===== src/rtl/stream_word_serializer_if.sv =====
// Word-in / byte-out handshake bundle for stream_word_serializer.
// The slave view is the serializer; the master view is its upstream/downstream environment.
interface stream_word_serializer_if #(
    parameter int WORD_BYTES = 3
);
    logic [WORD_BYTES*8-1:0] i_word;
    logic                    i_valid;
    logic                    o_ready;
    logic [7:0]              o_data;
    logic                    o_valid;
    logic                    i_ready;

    modport slave (
        input  i_word,
        input  i_valid,
        output o_ready,
        output o_data,
        output o_valid,
        input  i_ready
    );

    modport master (
        output i_word,
        output i_valid,
        input  o_ready,
        input  o_data,
        input  o_valid,
        output i_ready
    );
endinterface


===== src/rtl/stream_word_serializer.sv =====
// Serializes WORD_BYTES-wide words into an 8-bit valid/ready byte stream,
// optionally prefixing every FRAME_WORDS-word frame with SYNC_BYTE and a sequence number.
module stream_word_serializer #(
    parameter int         WORD_BYTES  = 3,
    parameter int         FRAME_WORDS = 256,
    parameter logic [7:0] SYNC_BYTE   = 8'hA5,
    parameter bit         MSB_FIRST   = 1'b0
) (
    input  logic                    i_clk,
    input  logic                    i_rst,
    stream_word_serializer_if.slave stream,
    input  logic                    i_frame_en,
    output logic                    o_frame_start,
    output logic                    o_busy
);

    localparam int WORD_W = WORD_BYTES * 8;
    localparam int BIDX_W = (WORD_BYTES > 1) ? $clog2(WORD_BYTES) : 1;
    localparam int WCNT_W = $clog2(FRAME_WORDS);
    localparam logic [BIDX_W-1:0] LAST_BIDX = BIDX_W'(WORD_BYTES - 1);
    localparam logic [WCNT_W-1:0] LAST_WCNT = WCNT_W'(FRAME_WORDS - 1);

    typedef enum logic [1:0] {
        S_EMPTY    = 2'd0,
        S_HDR_SYNC = 2'd1,
        S_HDR_SEQ  = 2'd2,
        S_DATA     = 2'd3
    } state_t;

    state_t              state_r;
    state_t              state_nxt_s;
    logic [WORD_W-1:0]   word_q_r;
    logic [WORD_W-1:0]   word_q_nxt_s;
    logic [BIDX_W-1:0]   bidx_r;
    logic [BIDX_W-1:0]   bidx_nxt_s;
    logic [WCNT_W-1:0]   wcnt_r;
    logic [WCNT_W-1:0]   wcnt_nxt_s;
    logic [7:0]          seq_r;
    logic [7:0]          seq_nxt_s;
    logic                frame_active_r;
    logic                frame_active_nxt_s;

    logic                last_byte_s;
    logic                chain_s;
    logic                ready_s;
    logic                accept_s;
    logic [WCNT_W-1:0]   wcnt_done_s;
    logic [WCNT_W-1:0]   wcnt_base_s;
    logic                frame_bound_s;
    logic                frame_sel_s;
    logic [BIDX_W-1:0]   sel_s;
    logic [7:0]          data_byte_s;
    logic [7:0]          data_out_s;

    // Handshake terms and the frame-boundary view seen by a word accepted this cycle
    always_comb begin
        last_byte_s = (bidx_r == LAST_BIDX);
        chain_s     = (state_r == S_DATA) && last_byte_s && stream.i_ready;
        ready_s     = !i_rst && ((state_r == S_EMPTY) || chain_s);
        accept_s    = ready_s && stream.i_valid;
        if (!frame_active_r) begin
            wcnt_done_s = '0;
        end else if (wcnt_r == LAST_WCNT) begin
            wcnt_done_s = '0;
        end else begin
            wcnt_done_s = wcnt_r + WCNT_W'(1);
        end
        // A chained accept sees the counter as it will be after the current word completes
        if (state_r == S_DATA) begin
            wcnt_base_s = wcnt_done_s;
        end else begin
            wcnt_base_s = wcnt_r;
        end
        frame_bound_s = (wcnt_base_s == '0);
        frame_sel_s   = frame_bound_s ? i_frame_en : frame_active_r;
    end

    // Next-state and counter updates
    always_comb begin
        state_nxt_s        = state_r;
        word_q_nxt_s       = word_q_r;
        bidx_nxt_s         = bidx_r;
        wcnt_nxt_s         = wcnt_r;
        seq_nxt_s          = seq_r;
        frame_active_nxt_s = frame_active_r;
        case (state_r)
            S_EMPTY: begin
                state_nxt_s = S_EMPTY;
            end
            S_HDR_SYNC: begin
                if (stream.i_ready) begin
                    state_nxt_s = S_HDR_SEQ;
                end else begin
                    state_nxt_s = S_HDR_SYNC;
                end
            end
            S_HDR_SEQ: begin
                if (stream.i_ready) begin
                    seq_nxt_s   = seq_r + 8'd1;
                    bidx_nxt_s  = '0;
                    state_nxt_s = S_DATA;
                end else begin
                    state_nxt_s = S_HDR_SEQ;
                end
            end
            S_DATA: begin
                if (!stream.i_ready) begin
                    state_nxt_s = S_DATA;
                end else if (last_byte_s) begin
                    wcnt_nxt_s  = wcnt_done_s;
                    state_nxt_s = S_EMPTY;
                end else begin
                    bidx_nxt_s  = bidx_r + BIDX_W'(1);
                    state_nxt_s = S_DATA;
                end
            end
            default: begin
                state_nxt_s = S_EMPTY;
            end
        endcase
        if (accept_s) begin
            word_q_nxt_s       = stream.i_word;
            frame_active_nxt_s = frame_sel_s;
            bidx_nxt_s         = '0;
            if (frame_sel_s && frame_bound_s) begin
                state_nxt_s = S_HDR_SYNC;
            end else begin
                state_nxt_s = S_DATA;
            end
        end else begin
            word_q_nxt_s = word_q_nxt_s;
        end
    end

    // State and datapath registers
    always_ff @(posedge i_clk or posedge i_rst) begin
        if (i_rst) begin
            state_r        <= S_EMPTY;
            word_q_r       <= '0;
            bidx_r         <= '0;
            wcnt_r         <= '0;
            seq_r          <= 8'h00;
            frame_active_r <= 1'b0;
        end else begin
            state_r        <= state_nxt_s;
            word_q_r       <= word_q_nxt_s;
            bidx_r         <= bidx_nxt_s;
            wcnt_r         <= wcnt_nxt_s;
            seq_r          <= seq_nxt_s;
            frame_active_r <= frame_active_nxt_s;
        end
    end

    // Byte selection from the held word; only registered state feeds o_data
    always_comb begin
        if (MSB_FIRST) begin
            sel_s = LAST_BIDX - bidx_r;
        end else begin
            sel_s = bidx_r;
        end
        data_byte_s = 8'h00;
        for (int i = 0; i < WORD_BYTES; i++) begin
            data_byte_s = (sel_s == BIDX_W'(i)) ? word_q_r[i*8 +: 8] : data_byte_s;
        end
    end

    // Output byte mux by state
    always_comb begin
        case (state_r)
            S_EMPTY:    data_out_s = 8'h00;
            S_HDR_SYNC: data_out_s = SYNC_BYTE;
            S_HDR_SEQ:  data_out_s = seq_r;
            S_DATA:     data_out_s = data_byte_s;
            default:    data_out_s = 8'h00;
        endcase
    end

    assign stream.o_ready = ready_s;
    assign stream.o_valid = (state_r != S_EMPTY);
    assign stream.o_data  = data_out_s;
    assign o_busy         = (state_r != S_EMPTY);
    assign o_frame_start  = (state_r == S_HDR_SYNC) && stream.i_ready;

endmodule


===== src/flat_wrapper.sv =====
// flat-port wrapper written by rule: the top's interface ports become plain ports
module stream_word_serializer_flat 
#(
    parameter int         WORD_BYTES  = 3,
    parameter int         FRAME_WORDS = 256,
    parameter logic [7:0] SYNC_BYTE   = 8'hA5,
    parameter bit         MSB_FIRST   = 1'b0
)
  (i_clk, i_rst, i_frame_en, o_frame_start, o_busy, stream_i_word, stream_i_valid, stream_o_ready, stream_o_data, stream_o_valid, stream_i_ready);
  stream_word_serializer_if #(.WORD_BYTES(WORD_BYTES)) stream_i ();
  input  logic i_clk;
  input  logic i_rst;
  input  logic i_frame_en;
  output logic o_frame_start;
  output logic o_busy;
  input wire logic [$bits(stream_i.i_word)-1:0] stream_i_word;
  input wire logic [$bits(stream_i.i_valid)-1:0] stream_i_valid;
  output wire logic [$bits(stream_i.o_ready)-1:0] stream_o_ready;
  output wire logic [$bits(stream_i.o_data)-1:0] stream_o_data;
  output wire logic [$bits(stream_i.o_valid)-1:0] stream_o_valid;
  input wire logic [$bits(stream_i.i_ready)-1:0] stream_i_ready;
  assign stream_i.i_word = stream_i_word;
  assign stream_i.i_valid = stream_i_valid;
  assign stream_o_ready = stream_i.o_ready;
  assign stream_o_data = stream_i.o_data;
  assign stream_o_valid = stream_i.o_valid;
  assign stream_i.i_ready = stream_i_ready;
  stream_word_serializer #(.WORD_BYTES(WORD_BYTES), .FRAME_WORDS(FRAME_WORDS), .SYNC_BYTE(SYNC_BYTE), .MSB_FIRST(MSB_FIRST)) u_core (.i_clk(i_clk), .i_rst(i_rst), .stream(stream_i), .i_frame_en(i_frame_en), .o_frame_start(o_frame_start), .o_busy(o_busy));
endmodule

===== config.mk =====
export PLATFORM = sky130hd
export DESIGN_NAME = stream_word_serializer_flat
export DESIGN_NICKNAME = d
export VERILOG_FILES = /design/src/rtl/stream_word_serializer_if.sv /design/src/rtl/stream_word_serializer.sv /design/src/flat_wrapper.sv
export SDC_FILE = /design/constraint.sdc
export NUM_CORES = 1
export LEC_CHECK = 0
export CAP_MARGIN = 25
export CORE_MARGIN = 2
export CORE_UTILIZATION = 48
export CTS_CLUSTER_DIAMETER = 150
export DETAILED_ROUTE_END_ITERATION = 10
export PLACE_DENSITY = 0.86
export REMOVE_ABC_BUFFERS = 1
export SYNTH_ARGS = -nofsm -noshare
export SYNTH_HDL_FRONTEND = slang
export SYNTH_SLANG_ARGS = --single-unit

===== constraint.sdc =====
create_clock -name i_clk -period 1.8 [get_ports i_clk]
set_input_delay 0.36 -clock i_clk [delete_from_list [all_inputs] [get_ports i_clk]]
set_output_delay 0.36 -clock i_clk [all_outputs]
set_load 0.02 [all_outputs]

==> reports/qor.yml <==
antenna_found_initial: 0
power.internal_mw: 3.74
synthTopCellsByArea: "dfrtp_1 (44%), mux2_4 (11%), nand2_1 (5.1%)"
drive_above_1_share: 0.439
drt_iter0_markers: 199
cpPeakStageDelay_ns: 0.43
syn_avg_cell_area_um2: 9.85
fmax_mhz: 419
clockBufferDepth: 2
critPathLaunchType: "register"
via_per_inst: 6.12
diodes: 0
vdd_drop_max_v: 0.00131
groute.usage.overall: 0.269
finalCritPeriodShare: 1.33
die_h_um: 77.2
setup_viol: 42
drc_errors: 0
cts.sinks: 45
powerDensity_nw_per_um2: 1620
power_frac_seq: 0.278
outcome: "finished with violations"
ys_top_cells_by_count: "dfrtp_1 (45), nand2_1 (35), nor2_1 (27)"
routedWlPerCell_um: 21.9
cp-end-kind: "primary output"
seqCellArea_um2: 1130
rows: 26
critPathRequiredTime_ns: 1.44
grt_pass1_vias: 2550
cts_htree_levels: 2
port_buffers: 40
initial_core_util: 0.500
critPathKind: "register to primary output"
hold_class: "register to register"
drtPass1Iterations: 5
vias: 2599
cts_tree: "done"
ys_seq_elements: 45
syn_area_um2: 2570
boundaryPins: 41
yosysTopAreaCell: "dfrtp_1"
violations: "negative setup slack"
cts_buffers: 5
syn_to_final_growth_pct: 53.5
synthFlopType: "dfrtp_1"
clk_latency_ns: 0.32
switchingPower_mw: 2.65
async_flop_share: 1.00
fp.dieArea_um2: 5960
min_period_ns: 2.39
routed_wirelength_um: 9320
grt_max_degree: 46
grt_first_pass_wirelength_um: 12500
pwr-share-comb: 0.594
cp_slowest_cell: "dfrtp_1"
path_max_fanout: 8
cp_top_family: "flip-flops"
hold_viol_final: 0
nFillCells: 310
yosysUniqueCellTypes: 41
synth_most_common_cell: "dfrtp_1"
netSwitchingFraction: 0.414
skew_ns: 0.0140
tns_ns: -13.04
ys_warn_count: 0
multiInputGateArea_um2: 1590
p_leak_nw: 1.76
final_antenna_net_count: 0
path_clk_slew_ns: 0.09
worstMarginPinSlew_ns: 0.587
synth_top_area_share: 0.438
worst-path-buf-inv: 2
max_slew_margin: 0.609
cp.arrival_ns: 2.03
overflow: 0
finalWorstSetupSlack_ns: -0.589
dp_hpwl_um: 4630
rsz0062_at_grt: "true"
root_buffer: "clkbuf_8"
path_cells: "inv_2, ha_4, nand2_2, nor2_2, a21oi_1, o21ai_1, mux2i_1, nor2b_1, buf_4"
synth_edf_count: 0
yosysSeqAreaShare: 0.438
fin_nets: 388
drv_cap: 0
report.final.slew_viol_count: 0
whs_ns: 0.519
syn_inst: 261
core_area_um2: 5140
p_clk_frac: 0.128
die_x_um: 77.2
gp_congestion: 0.858
==> placed cells by master (no fill, tap or decap), types with 2 or more instances in the layout <==
cell,n
and3_1,2
nor2_1,16
xnor2_1,5
nand3_4,2
buf_12,4
nand2_1,31
inv_1,2
buf_6,18
xor2_1,5
clkdlybuf4s50_1,28
inv_2,2
a21oi_2,10
nand2b_1,2
o21ai_1,6
o31ai_1,2
dfrtp_1,45
a211o_1,2
buf_4,48
buf_2,2
a21oi_1,14
nand3_1,10
nor2_2,7
nor2_8,2
and2_1,2
nand4_1,3
mux2i_1,4
buf_16,2
clkbuf_8,6
ha_4,4
mux2_4,24
o21ai_2,2
nor2b_1,4
o21ai_0,3
nand2_2,3
nor2_4,4
==> final cells by class <==
class	instances	area share
clock inverters	1	0.00761
inverters	5	0.00476
repair buffers	103	0.254
well taps	70	0.0222
clock buffers	7	0.0219
flip-flops and latches	45	0.286
multi-input cells	194	0.404
==> worst paths after layout <==
path	startpoint	endpoint	depth (start not counted)	slack (ns)
hold reg to reg	u_core.word_q_r[17]$_DFFE_PP0N_	u_core.word_q_r[17]$_DFFE_PP0N_	1	0.52
max in group asynchronous	i_rst	u_core.word_q_r[10]$_DFFE_PP0N_	3	0.74
setup / recovery	u_core.bidx_r[0]$_DFFE_PP0P_	stream_o_data[6]	9	-0.59
hold / removal	u_core.word_q_r[17]$_DFFE_PP0N_	u_core.word_q_r[17]$_DFFE_PP0N_	1	0.52
setup reg to reg	u_core.bidx_r[0]$_DFFE_PP0P_	u_core.word_q_r[14]$_DFFE_PP0N_	11	-0.37
min in group asynchronous	i_rst	u_core.wcnt_r[1]$_DFFE_PP0P_	3	0.65
==> state kept, by name (all words and copies together), names as in the netlist <==
name                   count
u_core.word_q_r           24
u_core.seq_r               8
u_core.wcnt_r              8
u_core.bidx_r              2
u_core.state_r             2
u_core.frame_active_r      1
==> metrics by stage <==
step / total power [mW] / utilization / setup slack (ns) / area, um2 / std cells
6_report: 6.39 / 0.767 / -0.589 / 3940 / 425
5_1_grt: 6.63 / 0.767 / -0.606 / 3940 / 425
4_1_cts: 5.51 / 0.713 / -0.303 / 3660 / 416
3_5_place_dp: 4.42 / 0.649 / -0.622 / 3340 / 401
3_3_place_gp: 4.31 / 0.649 / -0.556 / 3340 / 401
2_1_floorplan: 3.21 / - / -0.846 / 2460 / 244
==> layer usage <==
layer | track usage | routed length [um]
met3 | 0.0447 | 752
met5 | 0 | 0
met2 | 0.482 | 4620
met1 | 0.317 | 3380
met4 | 0.116 | 576
==> what timing repair did <==
item	CTS	global route
cloned	3	0
setup buffers	5	10
hold buffers	0	0
resized for setup	100	62
pin swaps	11	37
setup endpoints to repair	45	42
==> kinds of logic (layout without fill, tap and decap cells) <==
family	after synthesis	count (layout)	share of synthesized area
compound gates	49	49	0.109
xor+xnor	10	10	0.0341
fa+ha+maj	5	5	0.0243
buf+inv	22	116	0.0511
flops	45	45	0.438
mux	29	29	0.151
simple gates	101	101	0.192
==> worst reg2reg max path, cell delays in order, from the launching register on <==
cell and delay, ns:
dfrtp_1 0.43, inv_2 0.11, buf_6 0.11, ha_4 0.18
buf_6 0.12, and3_4 0.22, nor2_8 0.05, buf_6 0.12
nor2_8 0.13, buf_12 0.13, buf_12 0.13, mux2_4 0.33
==> power by group through the flow <==
stage                     combinational (mW)  clock (mW)  sequential, mW
after floorplan                         1.54           0            1.67
after global placement                  2.62           0            1.69
after detailed placement                2.72           0            1.71
after CTS                               3.00       0.807            1.71
after global routing                    3.98       0.850            1.80
final                                   3.79       0.817            1.78
No activity file was read; power rests on OpenSTA's default activity.
